$ cat src/rtl/program_counter_stack.sv
// program_counter_stack
//   Instruction-address generator for the associative processor control path.
//   It advances the fetch address under the instruction-cache handshake and
//   handles call / return / jump. A hardware return-address stack holds call
//   and interrupt frames. A rising edge on int_req is latched as a pending
//   interrupt, which redirects fetch to INT_VECTOR.
//
//   Optional feature macro: PC_INT_NEST_EN
//     defined   - a pending interrupt may enter while already in an ISR (nesting)
//     undefined - a pending interrupt waits until no interrupt frame is stacked
//
// Ports
//   clk              in   system clock, rising edge
//   rst              in   synchronous reset, active low
//   int_req          in   interrupt request level (rising edge captured)
//   ret_valid        in   return: pop stack into addr_ins
//   call_valid       in   call: push addr_ins+1, load call_addr
//   call_addr        in   call target
//   jmp_valid        in   jump: load jmp_addr
//   jmp_addr         in   jump target
//   ins_inp_valid    in   AP_ctrl accepts current instruction
//   ins_cache_rdy    in   instruction cache ready
//   st_cur_ins_cache in   cache state (SENT_INS = 3)
//   load_times       in   number of completed cache loads
//   addr_ins         out  fetch address to the cache
//   addr_cur_ins     out  current instruction address to AP_ctrl
//   in_isr           out  an interrupt frame is on the stack
//   stack_depth      out  occupied stack entries
//   stack_ovf        out  sticky push-while-full flag
//   stack_unf        out  sticky pop-while-empty flag
module program_counter_stack #(
  parameter int ADDR_WIDTH_MEM  = 16,
  parameter int ISA_DEPTH       = 64,
  parameter int TOTAL_ISA_DEPTH = 128,
  parameter int RET_DEPTH       = 8,
  parameter logic [ADDR_WIDTH_MEM-1:0] INT_VECTOR = ADDR_WIDTH_MEM'(1) << (ADDR_WIDTH_MEM-1)
) (
  input  logic                          clk,
  input  logic                          rst,
  input  logic                          int_req,
  input  logic                          ret_valid,
  input  logic                          call_valid,
  input  logic [ADDR_WIDTH_MEM-1:0]     call_addr,
  input  logic                          jmp_valid,
  input  logic [ADDR_WIDTH_MEM-1:0]     jmp_addr,
  input  logic                          ins_inp_valid,
  input  logic                          ins_cache_rdy,
  input  logic [3:0]                    st_cur_ins_cache,
  input  logic [9:0]                    load_times,
  output logic [ADDR_WIDTH_MEM-1:0]     addr_ins,
  output logic [ADDR_WIDTH_MEM-1:0]     addr_cur_ins,
  output logic                          in_isr,
  output logic [$clog2(RET_DEPTH):0]    stack_depth,
  output logic                          stack_ovf,
  output logic                          stack_unf
);

  localparam int SW = $clog2(RET_DEPTH);
  localparam int DW = SW + 1;
  localparam int PW = ADDR_WIDTH_MEM + 10;
  localparam logic [3:0]    SENT_INS   = 4'd3;
  localparam logic [PW-1:0] ISA_DEPTH_W = PW'(ISA_DEPTH);
  localparam logic [PW-1:0] TOTAL_W     = PW'(TOTAL_ISA_DEPTH);
  localparam logic [DW-1:0] FULL_W      = DW'(RET_DEPTH);

  // Return-stack storage: address part and is_int part of each {is_int, addr}
  // entry. Flags of unoccupied entries are kept at 0 so in_isr is a plain OR.
  logic [ADDR_WIDTH_MEM-1:0] stk_addr [RET_DEPTH];
  logic [RET_DEPTH-1:0]      frame_int;

  logic int_q, int_pend;

  logic                      int_edge, int_allow, adv;
  logic [PW-1:0]             page_end;
  logic                      full, empty;
  logic [DW-1:0]             depth_m1;
  logic [SW-1:0]             top, wr_idx;

  logic                      push_req, pop_req, push_is_int, push_wr;
  logic [ADDR_WIDTH_MEM-1:0] push_addr;
  logic [ADDR_WIDTH_MEM-1:0] addr_ins_nx, addr_cur_nx;
  logic [DW-1:0]             depth_nx;
  logic [RET_DEPTH-1:0]      frame_int_nx;
  logic                      ovf_nx, unf_nx, pend_nx, in_isr_nx;

  assign int_edge = int_req & ~int_q;

`ifdef PC_INT_NEST_EN
  assign int_allow = 1'b1;
`else
  assign int_allow = ~in_isr;
`endif

  // Page boundary is computed wide enough that load_times never wraps it.
  assign page_end = ISA_DEPTH_W * {{ADDR_WIDTH_MEM{1'b0}}, load_times};
  assign adv = ins_inp_valid & ins_cache_rdy
             & (st_cur_ins_cache == SENT_INS)
             & ({10'd0, addr_ins} < TOTAL_W)
             & ({10'd0, addr_ins} != page_end);

  assign full     = (stack_depth == FULL_W);
  assign empty    = (stack_depth == '0);
  assign depth_m1 = stack_depth - DW'(1);
  assign top      = depth_m1[SW-1:0];
  assign wr_idx   = stack_depth[SW-1:0];
  assign push_wr  = push_req & ~full;

  always_comb begin
    addr_ins_nx  = addr_ins;
    addr_cur_nx  = addr_cur_ins;
    depth_nx     = stack_depth;
    frame_int_nx = frame_int;
    ovf_nx       = stack_ovf;
    unf_nx       = stack_unf;
    pend_nx      = int_pend | int_edge;   // new edges merge into a pending one
    push_req     = 1'b0;
    pop_req      = 1'b0;
    push_is_int  = 1'b0;
    push_addr    = '0;

    if (int_pend && int_allow) begin
      push_req    = 1'b1;
      push_is_int = 1'b1;
      push_addr   = addr_ins;
      addr_ins_nx = INT_VECTOR;
      pend_nx     = 1'b0;
    end else if (ret_valid) begin
      pop_req = 1'b1;
    end else if (call_valid) begin
      push_req    = 1'b1;
      push_addr   = addr_ins + ADDR_WIDTH_MEM'(1);
      addr_ins_nx = call_addr;
      addr_cur_nx = call_addr;
    end else if (jmp_valid) begin
      addr_ins_nx = jmp_addr;
      addr_cur_nx = jmp_addr;
    end else if (adv) begin
      addr_ins_nx = addr_ins + ADDR_WIDTH_MEM'(1);
      addr_cur_nx = addr_ins + ADDR_WIDTH_MEM'(1);
    end

    // A push into a full stack loses the frame but the redirect above stands.
    if (push_req) begin
      if (full) begin
        ovf_nx = 1'b1;
      end else begin
        depth_nx             = stack_depth + DW'(1);
        frame_int_nx[wr_idx] = push_is_int;
      end
    end

    // A pop from an empty stack leaves the fetch address where it is.
    if (pop_req) begin
      if (empty) begin
        unf_nx = 1'b1;
      end else begin
        addr_ins_nx       = stk_addr[top];
        addr_cur_nx       = stk_addr[top];
        frame_int_nx[top] = 1'b0;
        depth_nx          = depth_m1;
      end
    end

    in_isr_nx = |frame_int_nx;
  end

  always_ff @(posedge clk) begin
    if (!rst) begin
      addr_ins     <= '0;
      addr_cur_ins <= '0;
      stack_depth  <= '0;
      frame_int    <= '0;
      in_isr       <= 1'b0;
      stack_ovf    <= 1'b0;
      stack_unf    <= 1'b0;
      int_pend     <= 1'b0;
      int_q        <= 1'b0;
    end else begin
      addr_ins     <= addr_ins_nx;
      addr_cur_ins <= addr_cur_nx;
      stack_depth  <= depth_nx;
      frame_int    <= frame_int_nx;
      in_isr       <= in_isr_nx;
      stack_ovf    <= ovf_nx;
      stack_unf    <= unf_nx;
      int_pend     <= pend_nx;
      int_q        <= int_req;
    end
  end

  // Stack addresses are pure data; occupancy is tracked by stack_depth.
  always_ff @(posedge clk) begin
    if (rst && push_wr) begin
      stk_addr[wr_idx] <= push_addr;
    end
  end

endmodule

$ cat config.mk
export PLATFORM = sky130hd
export DESIGN_NAME = program_counter_stack
export DESIGN_NICKNAME = d
export VERILOG_FILES = /design/src/rtl/program_counter_stack.sv
export SDC_FILE = /design/constraint.sdc
export NUM_CORES = 1
export LEC_CHECK = 0
export BUFFER_PORTS_ARGS = -buffer_cell sky130_fd_sc_hd__buf_2
export CORE_ASPECT_RATIO = 0.6
export CORE_MARGIN = 5
export CORE_UTILIZATION = 55
export DETAILED_ROUTE_END_ITERATION = 8
export GPL_ROUTABILITY_DRIVEN = 0
export GPL_TIMING_DRIVEN = 1
export PLACE_DENSITY = 0.75
export SLEW_MARGIN = 10
export SYNTH_ARGS = -nofsm -noshare
export SYNTH_HDL_FRONTEND = slang
export SYNTH_SLANG_ARGS = --single-unit
$ cat constraint.sdc
create_clock -name clk -period 8.2 [get_ports clk]
set_input_delay 0.41 -clock clk [delete_from_list [all_inputs] [get_ports clk]]
set_output_delay 0.41 -clock clk [all_outputs]
set_load 0.01 [all_outputs]
Word-level counts from Yosys, hierarchy flattened
Memories as Yosys holds them, arrays and structs flattened.
Index checks and enable logic that the tools add are counted.
{ "word_totals": {"register_bits": 49, "mem_bits_rw": 128, "in_bits": 54, "output_inout_bits": 39, "wordCells": 81, "mem_count": 1} }
{ "classes": {"addsub": 3, "order_cmp": 5, "eq_ne": 3, "n_mux": 38, "n_bitwise": 13, "reduce_logical": 9} }
{ "mem_list": {"columns": ["name", "words", "word_bits", "read_ports", "rd_ports_with_merged_regs", "write_ports", "line_no", "source"], "rows": [
  ["stk_addr", 8, 16, 1, 0, 1, "68", "logic [ADDR_WIDTH_MEM-1:0] stk_addr [RET_DEPTH];"]
]} }
{ "ops": {"columns": ["operator", "count"], "rows": [
  ["16-bit 2-to-1 mux", 17],
  ["8-bit 2-to-1 mux", 4],
  ["16-bit by 1-bit adder with 16-bit output, second input constant", 1],
  ["16-bit by 8-bit less-than comparator with 1-bit output, second input constant", 1],
  ["4-bit 2-to-1 mux", 4],
  ["16-bit inequality test", 1],
  ["1-bit 2-to-1 mux", 10],
  ["8-bit bitwise AND", 1],
  ["8-bit bitwise mux", 1],
  ["3-bit by 4-bit less-than comparator with 1-bit output, second input constant", 2],
  ["8-bit inverter", 1],
  ["8-bit OR reduction", 1],
  ["1-bit bitwise AND", 6],
  ["1-bit demux with 3-bit select", 2],
  ["3-bit by 1-bit greater-or-equal comparator with 1-bit output, second input constant", 2],
  ["4-bit by 1-bit adder with 4-bit output, second input constant", 1],
  ["4-bit by 2-bit equality test with 1-bit output, second input constant", 1],
  ["4-bit equality test, second input constant", 1],
  ["1-bit logical AND", 4],
  ["4-bit zero test", 1],
  ["1-bit inverter", 4],
  ["2-bit AND reduction", 2],
  ["4-bit by 1-bit subtractor with 4-bit output, second input constant", 1],
  ["2-bit OR reduction", 1],
  ["1-bit bitwise OR", 1]
]} }

Longest topological paths before layout
{ "logic_depth": {"ltp_word": 11, "mapped_depth": 13, "mapped_depth_nobuf": 8} }

Worst setup path before layout
OpenSTA, ideal clock, no wires.
{ "synth_path": {"path_type": "register to register", "start": "register stack_depth[0]", "end": "memory stk_addr[2][0] (enable)", "setup_ps": 430, "arrival_ps": 3227, "required_ps": 7770, "setup_slack_ps": 4543, "stages_incl_launch_ff": 10, "n_path_buf": 3, "synth_period_minus_slack_ps": 3657, "cell_sequence": "dfxtp_1 -> buf_2 -> inv_1 -> ha_1 -> buf_6 -> nand2_1 -> nor2_1 -> or3_1 -> clkbuf_1 -> nor4_1"} }
{ "synth_via": {"elab_chain_len": 6} }
{ "synth_lines": {"columns": ["element", "line_no", "source"], "rows": [
  ["start: declaration", "53", "output logic [$clog2(RET_DEPTH):0] stack_depth,"],
  ["start signal: assignment", "181", "stack_depth <= depth_nx;"],
  ["4-bit equality test", "101", "assign full = (stack_depth == FULL_W);"],
  ["1-bit inverter", "106", "assign push_wr = push_req & ~full;"],
  ["1-bit bitwise AND", "106", null],
  ["1-bit logical AND", "193", "if (rst && push_wr) begin"],
  ["1-bit 2-to-1 mux", "193", null],
  ["1-bit 2-to-1 mux (implied by the code)", "194", "stk_addr[wr_idx] <= push_addr;"],
  ["end: declaration", "68", null]
]} }
Several ways; a longest one is shown, not always the timed one.

Final worst setup path
{ "layout_path": {"start": "register stack_depth[0]", "end": "register in_isr"} }
{ "layout_via": {"elab_chain_len": 11, "elab_cells_between_ends": 21, "classes_between": "add/sub: 1; order compare: 4; eq/ne: 1; mux: 9; bitwise: 2; reduce/logical: 4"} }
{ "layout_lines": {"columns": ["element", "line_no", "source"], "rows": [
  ["parallel branches: the longest is 9 deep, another holds 4-bit by 1-bit subtractor with 4-bit output", null, null],
  ["8-bit 2-to-1 mux *", "153", "if (pop_req) begin"],
  ["8-bit OR reduction *", "164", "in_isr_nx = |frame_int_nx;"],
  ["end signal: assignment", "183", "in_isr <= in_isr_nx;"],
  ["end: declaration", "52", "output logic in_isr,"]
]} }
Every way passes the cells marked *.
A chain may end at the register's enable or synchronous reset.

==> results.toml <==
[worst_setup_path]
r2r-start = "stack_depth[0]"
reg2reg_to = "in_isr"
path_class = "reg2reg"
cp-start-kind = "register"
cp.required_ps = 8520
cp.arrival_ps = 4290
r2r_cells = 8
endpoint_kind = "register"
r2r_setup_slack_ps = 4230
path_max_fanout = 49

[cells_and_area]
fin_cells = 1011
layout_commonest_cell = "edfxtp_1"
n_antenna_cell = 0
final_area_um2 = 9710
n_fill_cell = 1178
final_core_util_pct = 63.7
layout_common_cells = "edfxtp_1, buf_2, nand2_1, o21ai_0, dfxtp_1"
nNetsFinal = 853
area_growth_syn_to_layout_pct = 14.1
drive_above_1_share_pct = 23.1

[die]
die_x_um = 171
die_h_um = 106
initial_core_util_pct = 55.8
die_area_um2 = 18100
fp-row-count = 35
io_pins = 93
core_um2 = 15200

[timing]
finalCritPeriodShare_pct = 48.4
drv_slew = 0
setup_viol = 0
rsz0062_at_grt = "no"
fin_tns_setup_ps = 0
hold_ws_ps = 196
setup_ws_ps = 4230
period_needed_ps = 3970
worst_pin_slew_ps = 1270
finClkSkew_ps = 11.2
maxClockFrequency_mhz = 252
finalHoldViolations = 0
relSlewSlack_pct = 14.7

[power_and_ir_drop]
power_mw = 3.51
vdd_drop_max_mv = 0.238
powerDensity_nw_per_um2 = 362
p_leak_nw = 3.50

[drt]
drt_wl_total_um = 23300
vias_per_cell = 6.60
remaining_drc_errors = 0
routedWlPerCell_um = 23.1
drtAntennaViolNets = 0
vias = 6677
first_iter_violations = 1109
drtPass1Iterations = 7

[clock_tree]
cts_tree = "yes"
htree_levels = 4
cts_sinks = 177
insertion_delay_ps = 440
path_clk_slew_ps = 80
cts_resized = 0
cts_made_buffers = 17
hold_buffers = 0
cts-root-buf = "clkbuf_16"
postCtsSetupBuffers = 0
cts.path.max_buffers = 2

[synthesis]
postSynthCellCount = 726
async_flop_share_pct = 0
synth.distinct_cells = 61
syn_avg_cell_area_um2 = 11.7
synthFlopType = "edfxtp_1"
synth_edf_count = 128
syn_nets = 784
ys_ff_latch = 177
synth_area_um2 = 8510
seq_area_frac_synth_pct = 56.7
ys_warn_count = 0

[place]
place_hpwl_um = 16100
placed_cells = 979
placed_area_um2 = 9110
place_ws_ps = 4310
io_buffers = 92

[job]
cap_violations = 0

[global_routing]
grt_pass1_wl_um = 35300
grt_antenna_before_repair = 0
grt_pass1_vias = 6255
globalRoute.totalOverflow = 0
grt_max_degree = 50
grt_usage_pct = 25.8

[worst_hold_path]
holdCritPathClass = "in2reg"
hold_path_depth = 2
worstHoldEndpoint = "int_q"
min_from = "int_req"

[outcome]
status = "complete, no violations"
-- report_power, final --
part	total, mW	leakage (nW)	internal [mW]	switching, mW
sequential	1.29	1.59	1.11	0.176
clock	0.822	0.283	0.434	0.388
combinational	1.40	1.63	0.544	0.858
-- final cells by class --
type                            count  area, um2  area share (%)
Multi-Input combinational cell    481       3420            35.2
Sequential cell                   177       4830            49.7
Clock inverter                     15        170            1.75
Tap cell                          203        254            2.62
Inverter                           11       41.3           0.425
Timing Repair Buffer              107        573            5.90
Clock buffer                       17        425            4.38
-- worst max path at each step --
stage,start,end,slack (ps),cells past startpoint
6_report,stack_depth[0],in_isr,4230,8
3_3_place_gp,stack_depth[0],in_isr,4440,8
2_1_floorplan,stack_depth[0],stk_addr[2][0],4540,9
5_1_grt,stack_depth[0],in_isr,3970,8
3_5_place_dp,stack_depth[0],in_isr,4310,8
4_1_cts,stack_depth[0],in_isr,4280,8
-- layer usage --
layer	track usage (%)	part of all wire [%]	vias up	wire (um)
li1	-	-	2902	-
met1	38.2	42	3228	9670
met2	37.3	43	491	10000
met3	6.87	13	56	3120
met4	7.81	2.0	0	471
met5	0	0	-	0
-- sequential cells by signal (all words and copies together), names as in the netlist, 4 cells and up --
name,flops
stk_addr,128
addr_cur_ins,16
addr_ins,16
frame_int,8
stack_depth,4
-- synthesized netlist by cell type, types with 3 or more instances --
library cell	instances	area share [%]
a211oi_1	5	0.44
a21boi_0	5	0.44
a21oi_1	38	2.2
a221oi_1	7	0.72
a22o_1	3	0.31
a31oi_1	23	1.7
and2_1	7	0.51
and3_1	9	0.66
buf_1	4	0.18
buf_2	14	0.82
buf_4	4	0.35
clkbuf_1	33	1.5
dfxtp_1	49	12
edfxtp_1	128	45
ha_1	4	0.59
inv_1	10	0.44
mux2i_1	14	1.6
mux4_2	32	8.5
nand2_1	79	3.5
nand2b_1	16	1.2
nand3_1	17	1.0
nand4_1	7	0.51
nor2_1	48	2.1
nor2b_1	4	0.29
nor3_1	4	0.24
nor4_1	9	0.66
o211ai_1	13	1.1
o21a_1	8	0.71
o21ai_0	54	3.2
o21bai_1	3	0.26
o221ai_1	3	0.31
o22ai_1	4	0.29
o2bb2ai_1	7	0.72
o31ai_1	4	0.35
o41ai_1	3	0.31
xnor2_1	9	0.93
xor2_1	12	1.2
-- kinds of logic (layout without fill, tap and decap cells) --
logic type / after synthesis / in the layout / synth area share, %
xor+xnor: 21 / 21 / 2.16
mux: 48 / 48 / 10.4
buf+inv: 68 / 150 / 3.56
flops: 177 / 177 / 56.7
compound gates: 194 / 194 / 14.6
fa+ha+maj: 4 / 4 / 0.588
simple gates: 214 / 214 / 12.1
-- worst max-delay path, cell delays in order, from the launching register on --
cell,delay (ps)
dfxtp_2,310
buf_4,630
inv_1,340
ha_1,410
or3b_1,350
and3_1,660
a41oi_1,250
or4_1,560
o41a_1,330
No activity file was read; power rests on OpenSTA's default activity.
